--- config.mk ---
export PLATFORM = sky130hd
export DESIGN_NAME = pfpu_mesh_seq_flat
export DESIGN_NICKNAME = d
export VERILOG_FILES = /design/src/rtl/pfpu_pkg.sv /design/src/rtl/pfpu_mesh_seq_if.sv /design/src/rtl/pfpu_counters.sv /design/src/rtl/pfpu_mesh_seq.sv /design/src/flat_wrapper.sv
export SDC_FILE = /design/constraint.sdc
export NUM_CORES = 1
export LEC_CHECK = 0
export CORE_UTILIZATION = 42
export CTS_CLUSTER_SIZE = 30
export DETAILED_ROUTE_END_ITERATION = 12
export PLACE_DENSITY = 0.89
export SYNTH_ARGS = -nofsm -noshare
export SYNTH_HDL_FRONTEND = slang
export SYNTH_SLANG_ARGS = --single-unit
--- constraint.sdc ---
create_clock -name sys_clk -period 2.3 [get_ports sys_clk]
set_clock_uncertainty 0.2 [all_clocks]
set_input_delay 0.575 -clock sys_clk [delete_from_list [all_inputs] [get_ports sys_clk]]
set_output_delay 0.575 -clock sys_clk [all_outputs]
set_load 0.02 [all_outputs]
--- src/rtl/pfpu_pkg.sv ---
// pfpu_pkg: shared mesh sequencer widths and state encoding
package pfpu_pkg;
  localparam int MESH_W = 7;
  localparam int VCOUNT_W = 15;
  typedef enum logic [2:0] {
    S_IDLE   = 3'd0,
    S_FIRST  = 3'd1,
    S_SETTLE = 3'd2,
    S_PROG   = 3'd3,
    S_DMA    = 3'd4,
    S_NEXT   = 3'd5
  } state_e;
endpackage

--- src/rtl/pfpu_mesh_seq_if.sv ---
// pfpu_mesh_seq_if: control bus of the mesh sequencer
// master drives start/abort/mesh size/prog_done/dma_ack and observes the rest;
// slave (the sequencer) drives indices, prog_start, dma_en, busy, irq, vcount.
interface pfpu_mesh_seq_if;
  import pfpu_pkg::*;
  logic                start;
  logic                abort;
  logic [MESH_W-1:0]   hmesh_last;
  logic [MESH_W-1:0]   vmesh_last;
  logic [31:0]         r0;
  logic [31:0]         r1;
  logic                prog_start;
  logic                prog_done;
  logic                dma_en;
  logic                dma_ack;
  logic                busy;
  logic                irq;
  logic [VCOUNT_W-1:0] vcount;
  modport master (
    output start, abort, hmesh_last, vmesh_last, prog_done, dma_ack,
    input  r0, r1, prog_start, dma_en, busy, irq, vcount
  );
  modport slave (
    input  start, abort, hmesh_last, vmesh_last, prog_done, dma_ack,
    output r0, r1, prog_start, dma_en, busy, irq, vcount
  );
endinterface

--- src/rtl/pfpu_counters.sv ---
// pfpu_counters: row-major mesh index counters with a registered last flag
// first clears both indices, next advances r0 and wraps into r1;
// last is (r0,r1) == (hmesh_last,vmesh_last) delayed by one cycle.
module pfpu_counters
  import pfpu_pkg::*;
(
  input  logic              sys_clk,
  input  logic              first,
  input  logic              next,
  input  logic [MESH_W-1:0] hmesh_last,
  input  logic [MESH_W-1:0] vmesh_last,
  output logic [MESH_W-1:0] r0,
  output logic [MESH_W-1:0] r1,
  output logic              last
);
  logic [MESH_W-1:0] r0_q, r0_d, r1_q, r1_d;
  logic last_q, last_d;
  logic wrap;
  always_comb begin
    wrap   = r0_q == hmesh_last;
    r0_d   = first ? '0 : next ? (wrap ? '0 : r0_q + 1'b1) : r0_q;
    r1_d   = first ? '0 : (next && wrap) ? r1_q + 1'b1 : r1_q;
    last_d = wrap && (r1_q == vmesh_last);
  end
  // Deliberately unreset: indices are only meaningful after a first pulse.
  always_ff @(posedge sys_clk) begin
    r0_q   <= r0_d;
    r1_q   <= r1_d;
    last_q <= last_d;
  end
  assign r0   = r0_q;
  assign r1   = r1_q;
  assign last = last_q;
endmodule

--- src/rtl/pfpu_mesh_seq.sv ---
// pfpu_mesh_seq: walks a mesh vertex by vertex, launching the program and a DMA write per vertex
// Ports: sys_clk, sys_rst_n (async, active-low), bus (pfpu_mesh_seq_if.slave).
module pfpu_mesh_seq
  import pfpu_pkg::*;
(
  input  logic             sys_clk,
  input  logic             sys_rst_n,
  pfpu_mesh_seq_if.slave   bus
);
  state_e state_q, state_d;
  logic prog_start_q, prog_start_d, irq_q, irq_d;
  logic [VCOUNT_W-1:0] vcount_q, vcount_d;
  logic [MESH_W-1:0] r0, r1;
  logic first, next, last, wr_done;
  always_comb begin
    state_d = state_q;
    case (state_q)
      S_IDLE:   state_d = bus.start ? S_FIRST : S_IDLE;
      S_FIRST:  state_d = S_SETTLE;
      S_SETTLE: state_d = S_PROG;
      S_PROG:   state_d = bus.prog_done ? S_DMA : S_PROG;
      S_DMA:    state_d = bus.dma_ack ? (last ? S_IDLE : S_NEXT) : S_DMA;
      S_NEXT:   state_d = S_SETTLE;
      default:  state_d = S_IDLE;
    endcase
    if (bus.abort) state_d = S_IDLE;
    wr_done      = state_q == S_DMA && bus.dma_ack && !bus.abort;
    prog_start_d = state_d == S_PROG && state_q != S_PROG;
    irq_d        = wr_done && last;
    vcount_d     = state_q == S_FIRST ? '0 : wr_done ? vcount_q + 1'b1 : vcount_q;
  end
  always_ff @(posedge sys_clk or negedge sys_rst_n) begin
    if (!sys_rst_n) begin
      state_q      <= S_IDLE;
      prog_start_q <= 1'b0;
      irq_q        <= 1'b0;
      vcount_q     <= '0;
    end else begin
      state_q      <= state_d;
      prog_start_q <= prog_start_d;
      irq_q        <= irq_d;
      vcount_q     <= vcount_d;
    end
  end
  assign first = state_q == S_FIRST;
  assign next  = state_q == S_NEXT;
  pfpu_counters u_cnt (
    .sys_clk    (sys_clk),
    .first      (first),
    .next       (next),
    .hmesh_last (bus.hmesh_last),
    .vmesh_last (bus.vmesh_last),
    .r0         (r0),
    .r1         (r1),
    .last       (last)
  );
  assign bus.r0         = {{(32-MESH_W){1'b0}}, r0};
  assign bus.r1         = {{(32-MESH_W){1'b0}}, r1};
  assign bus.prog_start = prog_start_q;
  assign bus.dma_en     = state_q == S_DMA;
  assign bus.busy       = state_q != S_IDLE;
  assign bus.irq        = irq_q;
  assign bus.vcount     = vcount_q;
endmodule

--- src/flat_wrapper.sv ---
// flat-port wrapper written by rule: the top's interface ports become plain ports
module pfpu_mesh_seq_flat import pfpu_pkg::*;
  (sys_clk, sys_rst_n, bus_start, bus_abort, bus_hmesh_last, bus_vmesh_last, bus_prog_done, bus_dma_ack, bus_r0, bus_r1, bus_prog_start, bus_dma_en, bus_busy, bus_irq, bus_vcount);
  pfpu_mesh_seq_if bus_i ();
  input  logic sys_clk;
  input  logic sys_rst_n;
  input wire logic [$bits(bus_i.start)-1:0] bus_start;
  input wire logic [$bits(bus_i.abort)-1:0] bus_abort;
  input wire logic [$bits(bus_i.hmesh_last)-1:0] bus_hmesh_last;
  input wire logic [$bits(bus_i.vmesh_last)-1:0] bus_vmesh_last;
  input wire logic [$bits(bus_i.prog_done)-1:0] bus_prog_done;
  input wire logic [$bits(bus_i.dma_ack)-1:0] bus_dma_ack;
  output wire logic [$bits(bus_i.r0)-1:0] bus_r0;
  output wire logic [$bits(bus_i.r1)-1:0] bus_r1;
  output wire logic [$bits(bus_i.prog_start)-1:0] bus_prog_start;
  output wire logic [$bits(bus_i.dma_en)-1:0] bus_dma_en;
  output wire logic [$bits(bus_i.busy)-1:0] bus_busy;
  output wire logic [$bits(bus_i.irq)-1:0] bus_irq;
  output wire logic [$bits(bus_i.vcount)-1:0] bus_vcount;
  assign bus_i.start = bus_start;
  assign bus_i.abort = bus_abort;
  assign bus_i.hmesh_last = bus_hmesh_last;
  assign bus_i.vmesh_last = bus_vmesh_last;
  assign bus_i.prog_done = bus_prog_done;
  assign bus_i.dma_ack = bus_dma_ack;
  assign bus_r0 = bus_i.r0;
  assign bus_r1 = bus_i.r1;
  assign bus_prog_start = bus_i.prog_start;
  assign bus_dma_en = bus_i.dma_en;
  assign bus_busy = bus_i.busy;
  assign bus_irq = bus_i.irq;
  assign bus_vcount = bus_i.vcount;
  pfpu_mesh_seq u_core (.sys_clk(sys_clk), .sys_rst_n(sys_rst_n), .bus(bus_i));
endmodule
==> results.tsv, run 1 <==
stage	metric	value	unit
status	status	complete, no violations	
setup_path	critPathCaptureType	primary output	
cts	cts.htree.levels	2	
final_layout	multi_input_area	1240	um^2
final_layout	nets	360	
grt	grt_pass1_vias	1706	
grt	grt_antenna_before_repair	0	
place	gp_congestion	0.838	
cts	clk_latency	290	ps
power	p_total	1330	uW
cts	clk_path_buf_depth	2	
final_layout	fill_cells	459	
route	wl	4.96	mm
yosys	ys_seq_elements	35	
sta	whs	292	ps
place	numPortBuffers	52	
grt	gr-usage-all-layers	18.3	%
setup_path	r2r_setup_slack	390	ps
yosys	synth_top_cell_by_area	dfrtp_1	
floorplanning	ios	103	
sta	period_minus_slack	2230	ps
final_layout	area_delta_synth_final	27.5	%
setup_path	start_kind	flip-flop	
yosys	synth_flop_cell	dfrtp_1	
power	pwr_density_cell	455	nW/um^2
floorplanning	core	5170	um^2
yosys	synth_cell_types	42	
place	hpwlAfterDp	3.74	mm
grt	grt_max_degree	21	
grt	grt.overflow.total	0	
job	maxCapViolCount	0	
setup_path	cp.required	1520	ps
yosys	synth_area_per_cell	8.53	um^2
sta	fmax	0.449	GHz
floorplanning	start_util	44.2	%
cts	cts_buffers	5	
route	first_iter_violations	112	
route	drc_errors	0	
final_layout	final_util	56.3	%
route	met1Wirelength	2.09	mm
route	routed-via-count	1927	
yosys	synth_area_leaders	dfrtp_1 (22%), buf_4 (16%), dfxtp_1 (13%), xnor2_1 (9.6%), nand2_1 (4.3%)	
floorplanning	die_x	75.8	um
route	wire_per_inst	12.2	um
route	first_pass_iters	4	
yosys	syn-cell-area	2290	um^2
sta	fin_crit_sh	96.8	%
floorplanning	dieArea	5740	um^2
sta	finalMaxSlewViolations	0	
route	wl_met2	2.51	mm
power	vdd_drop_max	0.215	mV
floorplanning	die_y	75.8	um
final_layout	ff_latch_area	801	um^2
yosys	synth.top_cell.area_share	21.9	%
yosys	yosysWarnings	0	
final_layout	drive_gt1_share	10.1	%
cts	clk_pin_slew_worst_paths	70	ps
sta	final.setup.worst_slack	74.6	ps
cts	cts_root_buf	clkbuf_8	
cts	cts.sinks	35	
cts	cts_setup_buffers	0	
sta	setup-tns-final	0	ps
cts	tritoncts	done	
floorplanning	rows	26	
route	routed-wl-met3	304	um
power	static-leakage-power	0.00118	uW
route	drtAntennaViolNets	0	
route	vias_per_cell	4.72	
sta	rsz0062_at_grt	no	
worst_hold_path	hold_class	flip-flop to flip-flop	
final_layout	diodes	0	
setup_path	path_class	flip-flop to primary output	
grt	grt_pass1_wl	7.86	mm
yosys	syn_inst	268	
route	top_layer_used	met4	
yosys	synthTopCellsByCount	buf_4 (50), nand2_1 (26), xnor2_1 (25)	
yosys	synth_enable_flop_cells	0	
sta	setup_violations	0	
setup_path	worst-path-max-fanout	6	
yosys	async_reset_ff_share	57.1	%
yosys	synth_most_common_cell	buf_4	
sta	hold_viol_final	0	
setup_path	cp.arrival	1450	ps
yosys	ys_seq_area_share	35.0	%
place	pre_cts_slack	-172	ps
registers in the layout, indices dropped and copies added, names as in the netlist:
| signal | count |
|---|---|
| u_core.bus.irq | 1 |
| u_core.bus.prog_start | 1 |
| u_core.bus.vcount | 15 |
| u_core.state_q | 3 |
| u_core.u_cnt.last | 1 |
| u_core.u_cnt.r0 | 7 |
| u_core.u_cnt.r1 | 7 |
per-stage QoR:
stage          area, um^2  std cells
2_1_floorplan        2470        317
3_3_place_gp         2820        400
3_5_place_dp         2820        400
4_1_cts              2910        408
5_1_grt              2910        408
6_report             2910        408
cell type report:
class | count | share of cell area, %
multi-input combinational | 217 | 42.6
timing repair buffer | 73 | 23.2
inverter | 5 | 0.644
clock inverter | 1 | 0.172
sequential | 35 | 27.5
tap | 70 | 3.01
clock buffer | 7 | 2.96
layer usage:
| layer | up-vias | GRT usage [%] |
|---|---|---|
| met5 | - | 0 |
| met4 | 0 | 6.79 |
| met3 | 5 | 5.69 |
| met2 | 81 | 31.4 |
| met1 | 881 | 21.4 |
| li1 | 960 | - |
path summary, 6_finish.rpt:
| check | from | endpoint | cells after the start |
|---|---|---|---|
| worst min-delay path | u_core.u_cnt.last$_DFF_P_ | u_core.bus.irq$_DFF_PN0_ | 1 |
| worst max-delay path | u_core.state_q[1]$_DFF_PN0_ | bus_busy | 2 |
| max in group asynchronous | sys_rst_n | u_core.bus.vcount[14]$_DFFE_PN0P_ | 2 |
| worst max register to register | u_core.state_q[0]$_DFF_PN0_ | u_core.bus.vcount[11]$_DFFE_PN0P_ | 4 |
| min in group asynchronous | sys_rst_n | u_core.bus.vcount[5]$_DFFE_PN0P_ | 2 |
| worst min register to register | u_core.u_cnt.last$_DFF_P_ | u_core.bus.irq$_DFF_PN0_ | 1 |
worst max-delay path: stages, from the launching register on:
cell	delay, ps
dfrtp_1	420
or3_1	400
dlygate4sd2_1	340
logic make-up (layout without fill, tap and decap cells):
logic type / Yosys count / count (layout) / share of synthesized area (%)
AOI/OAI and AO/OA: 35 / 35 / 9.69
xor gates and xnor gates: 25 / 25 / 9.58
adders and majority gates: 3 / 3 / 1.64
buffers and inverters: 65 / 86 / 19.0
DFF: 35 / 35 / 35.0
muxes: 4 / 4 / 1.75
other: 1 / 50 / 0.164
and+or+nand+nor: 100 / 100 / 23.2
where the power goes:
group          switching, uW  internal [uW]  total (uW)
combinational            156           84.8         240
sequential              7.82            617         625
clock                    219            241         460
cell usage in the layout (no fill, tap or decap), types with 9 or more instances in the layout:
cell type and n:
xnor2_1 25, nand2_1 26, clkdlybuf4s50_1 50, dfxtp_1 15, a21oi_1 13, buf_4 21, dfrtp_1 20, nor3_1 9
nor2_1 17, conb_1 50
what timing repair did:
action                     in CTS  in global routing
hold buffers                    0                  0
gates resized for setup         2                  1
setup endpoints to repair       2                  1
Power figures use the tool's default switching activity.
==> run 2: changes to the inputs <==
Settings changed: ABC_CLOCK_PERIOD_IN_PS set to 2300, CELL_PAD_IN_SITES_DETAIL_PLACEMENT set to 1, CELL_PAD_IN_SITES_GLOBAL_PLACEMENT set to 2, CORE_UTILIZATION 42 to 23, PLACE_DENSITY 0.89 to 0.88.
==> run 2 against run 1 <==
  * Final cell count is 17% higher
  * Clock power is 3% higher
  * Power is 1.3% higher
  * Cell area is 4.2% higher
  * Via count is 4.3% higher
  * Sequential share of layout area is 1.1 points lower
  * Routed wire length is 15% higher
  * Critical path depth stayed put
  * First-iteration DRC count is 78% lower
  * Register-to-register slack worse by 70 ps
  * Die area is 80% higher
  * Hold slack better by 30 ps
  * Critical path type unchanged
  * Largest power group unchanged
==> results.tsv, run 2 (synthesis results as in run 1) <==
stage	metric	value	unit	change
power	p_sw	399	uW	+4.5%
cts	cts_buffers	5		unchanged
cts	cts_setup_buffers	0		unchanged
route	routed-via-count	2010		+4.3%
setup_path	crit_end	bus_busy		
grt	grt_max_degree	21		unchanged
power	combPwrFrac	17.9	%	-0.2 points
floorplanning	die_y	102	um	+34%
cts	cts.sinks	35		unchanged
place	gp_congestion	0.726		-13%
floorplanning	die_x	102	um	+34%
power	p_clk_share	35.4	%	+0.7 points
final_layout	drive_gt1_share	11.3	%	+1.3 points
final_layout	largest_register_ffs	15		unchanged
power	p_sw_share	29.7	%	+0.91 points
setup_path	reg2reg_depth	4		unchanged
floorplanning	ios	103		unchanged
cts	cts.htree.levels	2		unchanged
worst_hold_path	hold_depth	1		unchanged
grt	gr-usage-all-layers	11.6	%	-6.7 points
cts	clk_latency	290	ps	about the same
setup_path	cp-startpoint	u_core.state_q[1]$_DFF_PN0_		
power	pwr_density_cell	442	nW/um^2	-2.8%
setup_path	rr_startpoint	u_core.state_q[0]$_DFF_PN0_		
route	wire_per_inst	11.9	um	-1.9%
cts	clk_path_buf_depth	2		unchanged
setup_path	critPathCaptureType	primary output		
final_layout	final_common_cell	conb_1		
route	drtAntennaViolNets	0		unchanged
sta	hold_viol_final	0		unchanged
sta	finalMaxSlewViolations	0		unchanged
power	static-leakage-power	0.00122	uW	+2.7%
setup_path	path_class	flip-flop to primary output		
setup_path	cp.required	1520	ps	about the same
sta	setup_violations	0		unchanged
grt	grt.overflow.total	0		unchanged
grt	grt_antenna_before_repair	0		unchanged
worst_hold_path	hp-start	u_core.u_cnt.last$_DFF_P_		
route	vias_per_cell	4.21		-11%
floorplanning	rows	36		+38%
final_layout	final_cell_mix	conb_1 (50), clkdlybuf4s50_1 (49), buf_4 (27)		
final_layout	fin_cells	477		+17%
cts	tritoncts	done		
route	first_pass_iters	4		unchanged
floorplanning	core	9680	um^2	+87%
floorplanning	dieArea	10300	um^2	+80%
place	numPortBuffers	52		unchanged
power	vdd_drop_max	0.184	mV	-14%
setup_path	regToRegEndpoint	u_core.bus.vcount[11]$_DFFE_PN0P_		
cts	cts_root_buf	clkbuf_8		
grt	grt_pass1_wl	9.24	mm	+18%
final_layout	diodes	0		unchanged
route	drc_errors	0		unchanged
setup_path	start_kind	flip-flop		
status	status	complete, no violations		
final_layout	nets	366		+1.7%
final_layout	fill_cells	1164		+150%
route	first_iter_violations	25		-78%
job	maxCapViolCount	0		unchanged
setup_path	r2r_setup_slack	320	ps	-70 ps
final_layout	area_delta_synth_final	32.8	%	
power	p_seq_share	46.7	%	-0.5 points
setup_path	cp.arrival	1440	ps	about the same
place	dp_cells	469		+17%
setup_path	worst-path-max-fanout	7		+1
place	hpwlAfterDp	4.52	mm	+21%
cts	clk_pin_slew_worst_paths	70	ps	about the same
final_layout	final_util	31.4	%	-25 points
worst_hold_path	hold_class	flip-flop to flip-flop		
sta	fmax	0.452	GHz	+0.54%
sta	fin_crit_sh	96.2	%	-0.52 points
sta	rsz0062_at_grt	no		
route	wl	5.69	mm	+15%
grt	grt_pass1_vias	1958		+15%
sta	period_minus_slack	2210	ps	-12.0 ps
floorplanning	start_util	23.6	%	-21 points
power	internal_power	944	uW	about the same
-- run 2: changes by cell type in the layout (fill, tap and decap cells not counted), sizes merged --
cell	delta
buf	+6
clkdlybuf4s15	+1
clkdlybuf4s50	-1
dlygate4sd2	-1
dlymetal6s2s	+1
-- run 2: repair_timing --
item                       CTS  global route
gates resized for setup      2             3
hold buffers                 0             0
setup endpoints to repair    2             2
hold endpoints to repair     0             0
-- run 2: critical path: stages (launching register included) --
cell             delay, ps
dfrtp_2                450
or3_1                  400
clkdlybuf4s15_1        300
-- run 2: per-layer routing --
| layer | share of wire (%) | GRT usage, % | wire length, um | vias to the layer above |
|---|---|---|---|---|
| li1 | - | - | - | 974 |
| met1 | 44 | 13.5 | 2480 | 972 |
| met2 | 50 | 20.7 | 2850 | 60 |
| met3 | 5.6 | 3.59 | 317 | 4 |
| met4 | 0.70 | 2.68 | 40 | 0 |
| met5 | 0 | 0 | 0 | - |
-- run 2: how the worst min path moves through the flow --
stage	endpoint	slack [ps]
final	u_core.bus.irq$_DFF_PN0_	320
after global routing	u_core.bus.irq$_DFF_PN0_	350
after CTS	u_core.bus.vcount[13]$_DFFE_PN0P_	330
after detailed placement	u_core.bus.vcount[13]$_DFFE_PN0P_	320
after global placement	u_core.bus.vcount[13]$_DFFE_PN0P_	300
after floorplan	u_core.bus.irq$_DFF_PN0_	80
-- run 2: area by class of cell --
type                       instances  area, um^2  area share, %
timing repair buffer              79         724           23.9
inverter                           5        18.8          0.618
sequential                        35         802           26.4
clock inverter                     1        3.75          0.124
tap                              133         166           5.48
clock buffer                       7        86.3           2.84
multi-input combinational        217        1230           40.7
-- run 2: power groups by stage --
stage	clock network [uW]	logic, uW	registers (uW)
2_1_floorplan	0	216	637
3_3_place_gp	0	241	639
3_5_place_dp	0	244	640
4_1_cts	492	242	627
5_1_grt	519	264	629
6_report	476	240	627
-- run 2: stage by stage --
| step | hold WS (ps) | setup WS (ps) | cell area (um^2) | total power, uW | TNS [ps] |
|---|---|---|---|---|---|
| floorplan | 79.4 | 378 | 2470 | 854 | 0 |
| detailed placement | 321 | -222 | 2940 | 884 | -1310 |
| finish | 322 | 86.6 | 3040 | 1340 | 0 |
| CTS | 330 | 11.4 | 3030 | 1360 | 0 |
| global placement | 300 | -168 | 2940 | 880 | -825 |
| global route | 351 | 11.4 | 3040 | 1410 | 0 |
==> variant 1 (config.mk and constraints of run 1) <==
Encoding of `state_e`: now one-hot (6 bits for 6 states).
--- a/src/rtl/pfpu_pkg.sv
+++ b/src/rtl/pfpu_pkg.sv
@@ -2,13 +2,13 @@
 package pfpu_pkg;
   localparam int MESH_W = 7;
   localparam int VCOUNT_W = 15;
-  typedef enum logic [2:0] {
-    S_IDLE   = 3'd0,
-    S_FIRST  = 3'd1,
-    S_SETTLE = 3'd2,
-    S_PROG   = 3'd3,
-    S_DMA    = 3'd4,
-    S_NEXT   = 3'd5
+  typedef enum logic [5:0] {
+    S_IDLE   = 6'b000001,
+    S_FIRST  = 6'b000010,
+    S_SETTLE = 6'b000100,
+    S_PROG   = 6'b001000,
+    S_DMA    = 6'b010000,
+    S_NEXT   = 6'b100000
   } state_e;
 endpackage
 
Function: same outputs for any inputs over 10 cycles, from zero or initial values and one cycle with sys_rst_n low; not proved beyond that.
==> variant 1 against run 1 <==
  * Area after synthesis is 7.5% higher
  * Global-route usage is 0.34 points lower
  * Design area is 7.6% higher
  * Wire length is 8.1% higher
  * Die area is 7.3% higher
  * Hold slack worse by 0.010 ns
  * Worst setup slack better by 0.036 ns
  * Synthesized cell count is 2.2% higher
  * Via count is 7.0% higher
  * Sequential cell count is 3 higher
Power is not compared: it rests on default switching activity, and its combinational part moved more than twofold at a synthesized area within 25%.
==> variant 1: results (changes against run 1) <==
Critical path
The gate family responsible for the most delay along the worst path is buffers and inverters. The maximum cell stage delay along the critical path came to 0.65 ns (+0.23 ns). The endpoint arrival time on the critical path is 1.41 ns (-0.04 ns). The slowest library cell on the worst path is sky130_fd_sc_hd__clkdlybuf4s50_1. The reg2reg setup slack came to 0.19 ns (-0.20 ns). In this run the critical register-to-register path is launched from u_core.state_q[2]. The maximum fanout encountered on the critical timing path is 7 (+1).

Global routing
The maximum number of pins on one net before global-route repair is 24 (+14%). The met1 layer usage reported by global route is 21.5% (+0.15 points). The routing usage on met3 was 3.60% (-2.1 points).

The all-layer global routing usage was 17.9% (-0.34 points). The number of global-route vias before repair was 1955 (+15%). The global-route wire length before repair was 8800 µm (+12%).

Layout
The non-filler instance count after layout is 422 (+3.4%). The share of cells above drive strength 1 was 13.7% (+3.7 points). The post-layout net count is 372 (+3.3%). The fill cell total of the finished layout is 497 (+8.3%).

Status
The run finished with clean final reports.

Detailed routing
The detailed-route wire length is 5370 µm (+8.1%). The overall via count from detail_route is 2061 (+7.0%). The DRC violation total after the first TritonRoute iteration came to 117 (+4.5%).

STA
The worst hold margin is 0.282 ns (-0.0101 ns).

Place
The placed cell area is 3020 µm² (+7.2%). The count of placed standard cells including taps came to 414 (+3.5%). The final weighted congestion in routability-driven placement is 0.811 (-3.2%).

Min path
For hold timing, the worst endpoint is u_core.state_q[5].

Synth
The count of unique library cells instantiated by Yosys came to 41 (-2.4%). The sequential element share of the synthesized area is 35.7% (+0.66 points). By area the synthesized netlist is led by sky130_fd_sc_hd__dfrtp_1 22%, sky130_fd_sc_hd__buf_4 15%, sky130_fd_sc_hd__dfxtp_1 12%. Sorting the synthesized cells by how often they occur yields 50 x sky130_fd_sc_hd__buf_4, 22 x sky130_fd_sc_hd__dfrtp_1, 19 x sky130_fd_sc_hd__xnor2_1.

The synthesized area per cell is 8.97 µm² (+5.1%).
## variant 1: changes by cell type after synthesis, sizes merged, moves of 4 or more
cell    before  now
clkbuf       8    3
inv          5    9
xnor2       25   19
nor2        17    8
xor2         0    4
nand2       26   19
nor4         4    9
mux2i        4    8
## variant 1: layout make-up
class	instances	area, µm²	share of cell area [%]
timing repair buffer	75	683	21.8
sequential	38	878	28.0
clock inverter	3	40.0	1.28
tap	72	90.1	2.87
multi-input combinational	220	1340	42.8
inverter	9	33.8	1.08
clock buffer	5	68.8	2.20
## variant 1: what timing repair did
| action | CTS | global route |
|---|---|---|
| hold endpoints to repair | 0 | 0 |
| hold buffers | 0 | 0 |
| gates resized for setup | 7 | 4 |
| endpoints found under the setup margin | 2 | 5 |
## variant 1: worst max-delay path by stage
stage | end | cells past startpoint | from | slack [ns]
CTS | bus_busy | 3 | u_core.state_q[0] | 0.02
floorplan | u_core.bus.vcount[11] | 5 | u_core.bus.vcount[4] | 0.32
global route | u_core.u_cnt.r1[0] | 5 | u_core.state_q[2] | 0.03
finish | bus_vcount[8] | 1 | u_core.bus.vcount[8] | 0.11
detailed placement | u_core.bus.vcount[14] | 5 | bus_dma_ack | -0.18
global placement | u_core.bus.vcount[14] | 5 | bus_dma_ack | -0.11
## variant 1: per-layer routing
layer  wire, µm  up-vias
li1           -     1010
met1       2290      981
met2       2780       62
met3        229        8
met4         75        0
met5          0        -
## variant 1: cell families after synthesis
family / after synthesis / synth area share (%)
simple gates: 103 / 25.5
buf+inv: 65 / 17.7
flops: 38 / 35.7
compound gates: 33 / 7.94
xor+xnor: 23 / 8.20
mux: 8 / 3.26
fa+ha+maj: 3 / 1.53
other cells: 1 / 0.153
==> variant 2 (config.mk and constraints of run 1) <==
Made on the original files. `VCOUNT_W`: 15 -> 30.
--- a/src/rtl/pfpu_pkg.sv
+++ b/src/rtl/pfpu_pkg.sv
@@ -1,7 +1,7 @@
 // pfpu_pkg: shared mesh sequencer widths and state encoding
 package pfpu_pkg;
   localparam int MESH_W = 7;
-  localparam int VCOUNT_W = 15;
+  localparam int VCOUNT_W = 30;
   typedef enum logic [2:0] {
     S_IDLE   = 3'd0,
     S_FIRST  = 3'd1,
Ports: changed (resized bus_vcount); port bits go from 103 to 118. No check against the original RTL was run, so the function may have changed too.
==> variant 2 against run 1 <==
  * Register-to-register slack got worse by 0.23 ns
  * Sequential power up 42%
  * Final cell count rose by 23%
  * Largest power group unchanged
  * Design area is 30% higher
  * Worst setup slack gained 0.021 ns
  * Utilization is 0.82 points lower
  * Hold slack improved by 0.027 ns
  * Wire length up 26%
  * Total power up 28%
  * Area after synthesis rose by 30%
  * Die area rose by 29%
  * Clock power rose by 29%
  * Sequential cell count up 15
  * Count of clock-buffer cells in the layout grew 1
==> variant 2: results (changes against run 1) <==
Place
The number of buffer cells added on primary ports is 67 (+29%). The final weighted congestion in routability-driven placement came to 0.785 (-6.2%). The count of placed standard cells including taps came to 495 (+24%). The placed wire-length estimate is 4790 µm (+28%). The pre-CTS worst setup slack is -0.201 ns (-0.0291 ns).

Global routing
The met2 routing resource usage after global routing is 29.2% (-2.1 points). The all-layer global routing usage is 17.2% (-1.1 points). The global-route wire length before repair is 10000 µm (+27%). The number of global-route vias before repair is 2260 (+32%). The met1 layer usage reported by global route is 20.9% (-0.41 points). The maximum number of pins on one net before global-route repair came to 36 (+71%). The routing usage on met3 is 4.48% (-1.2 points).

Critical path
The endpoint arrival time on the critical path is 1.43 ns (-0.02 ns). The gate family responsible for the most delay along the worst path is buffers and inverters. For this design, the slowest cell found on the critical path is sky130_fd_sc_hd__clkdlybuf4s50_1.

The maximum cell stage delay along the critical path came to 0.65 ns (+0.23 ns).

Detailed routing
The average detailed-routed wire length per instance is 12.5 µm (+2.3%). The detailed route wirelength on metal3 is 315 µm (+3.6%). The mean number of vias per cell is 4.74 (+0.27%).

The count of TritonRoute iterations in the first routing pass was 6 (+2). The DRC violation total after the first TritonRoute iteration is 74 (-34%). The overall via count from detail_route is 2382 (+24%). The routed metal-1 wire length came to 2640 µm (+26%). The met2 wire length is 3210 µm (+28%).

Layout
The share of cells above drive strength 1 came to 9.83% (-0.23 points). The fill cell total of the finished layout came to 630 (+37%). The number of flip-flops in the largest register is 30 (+15). The area occupied by multi-input gates is 1550 µm² (+25%). The post-layout net count came to 429 (+19%).

Synth
The count of mapped cells out of synthesis is 323 (+21%). Ranked by total cell area, the synthesized netlist is headed by sky130_fd_sc_hd__dfrtp_1 29%, sky130_fd_sc_hd__buf_4 13%, sky130_fd_sc_hd__xor2_1 11%. The fraction of synthesis flops using an asynchronous set or reset pin is 70.0% (+13 points). After synthesis, the most frequently instantiated cells are 50 x sky130_fd_sc_hd__buf_4, 38 x sky130_fd_sc_hd__xor2_1, 35 x sky130_fd_sc_hd__dfrtp_1.

Power
The maximum resistive drop on vdd is 0.188 mV (-13%). The leakage power summed over all cells is 1.76 nW (+49%). The switching power total is 0.000441 W (+15%).

Clocking
The clock-pin slew reported for the worst setup and hold paths after clock tree synthesis is 0.09 ns (+0.02 ns).

Status
The flow ran to the end, and the final reports show no timing, DRC or antenna violations.
variant 2: cell types whose count changed in the layout (fill, tap and decap cells not counted), moves of 10 or more:
cell,run 1,this run
sky130_fd_sc_hd__xor2_1,0,38
sky130_fd_sc_hd__xnor2_1,25,7
sky130_fd_sc_hd__clkdlybuf4s50_1,50,65
sky130_fd_sc_hd__dfrtp_1,20,35
sky130_fd_sc_hd__nor2_1,17,32
sky130_fd_sc_hd__and3_1,1,11
variant 2: area by class of cell:
| type | count | share of cell area [%] |
|---|---|---|
| sequential | 50 | 31.0 |
| tap | 96 | 3.17 |
| clock buffer | 8 | 2.94 |
| multi-input combinational | 256 | 40.8 |
| timing repair buffer | 88 | 21.6 |
| inverter | 5 | 0.495 |
variant 2: kinds of logic after synthesis:
logic type / share of synthesized area (%)
xor+xnor: 13.2
simple gates: 25.8
flops: 39.5
fa+ha+maj: 1.26
other cells: 0.126
mux: 0.336
buf+inv: 14.8
compound gates: 5.00
variant 2: path summary, 6_finish.rpt:
kind                                            from                     to  slack (ns)  cells past startpoint
worst max-delay path            u_core.bus.vcount[3]          bus_vcount[3]         0.1                      1
worst min-delay path               u_core.u_cnt.last         u_core.bus.irq        0.32                      1
worst max register to register     u_core.state_q[1]  u_core.bus.vcount[20]        0.16                      7
worst min register to register     u_core.u_cnt.last         u_core.bus.irq        0.32                      1
max in group asynchronous                  sys_rst_n  u_core.bus.vcount[19]        1.09                      2
min in group asynchronous                  sys_rst_n  u_core.bus.vcount[13]        0.48                      2
variant 2: power by group through the flow:
stage	Combinational, W	Sequential (W)	Clock, W
after floorplan	0.000200	0.000905	0
final	0.000225	0.000885	0.000592
after global placement	0.000224	0.000903	0
after CTS	0.000228	0.000885	0.000613
after detailed placement	0.000228	0.000903	0
after global routing	0.000247	0.000886	0.000648
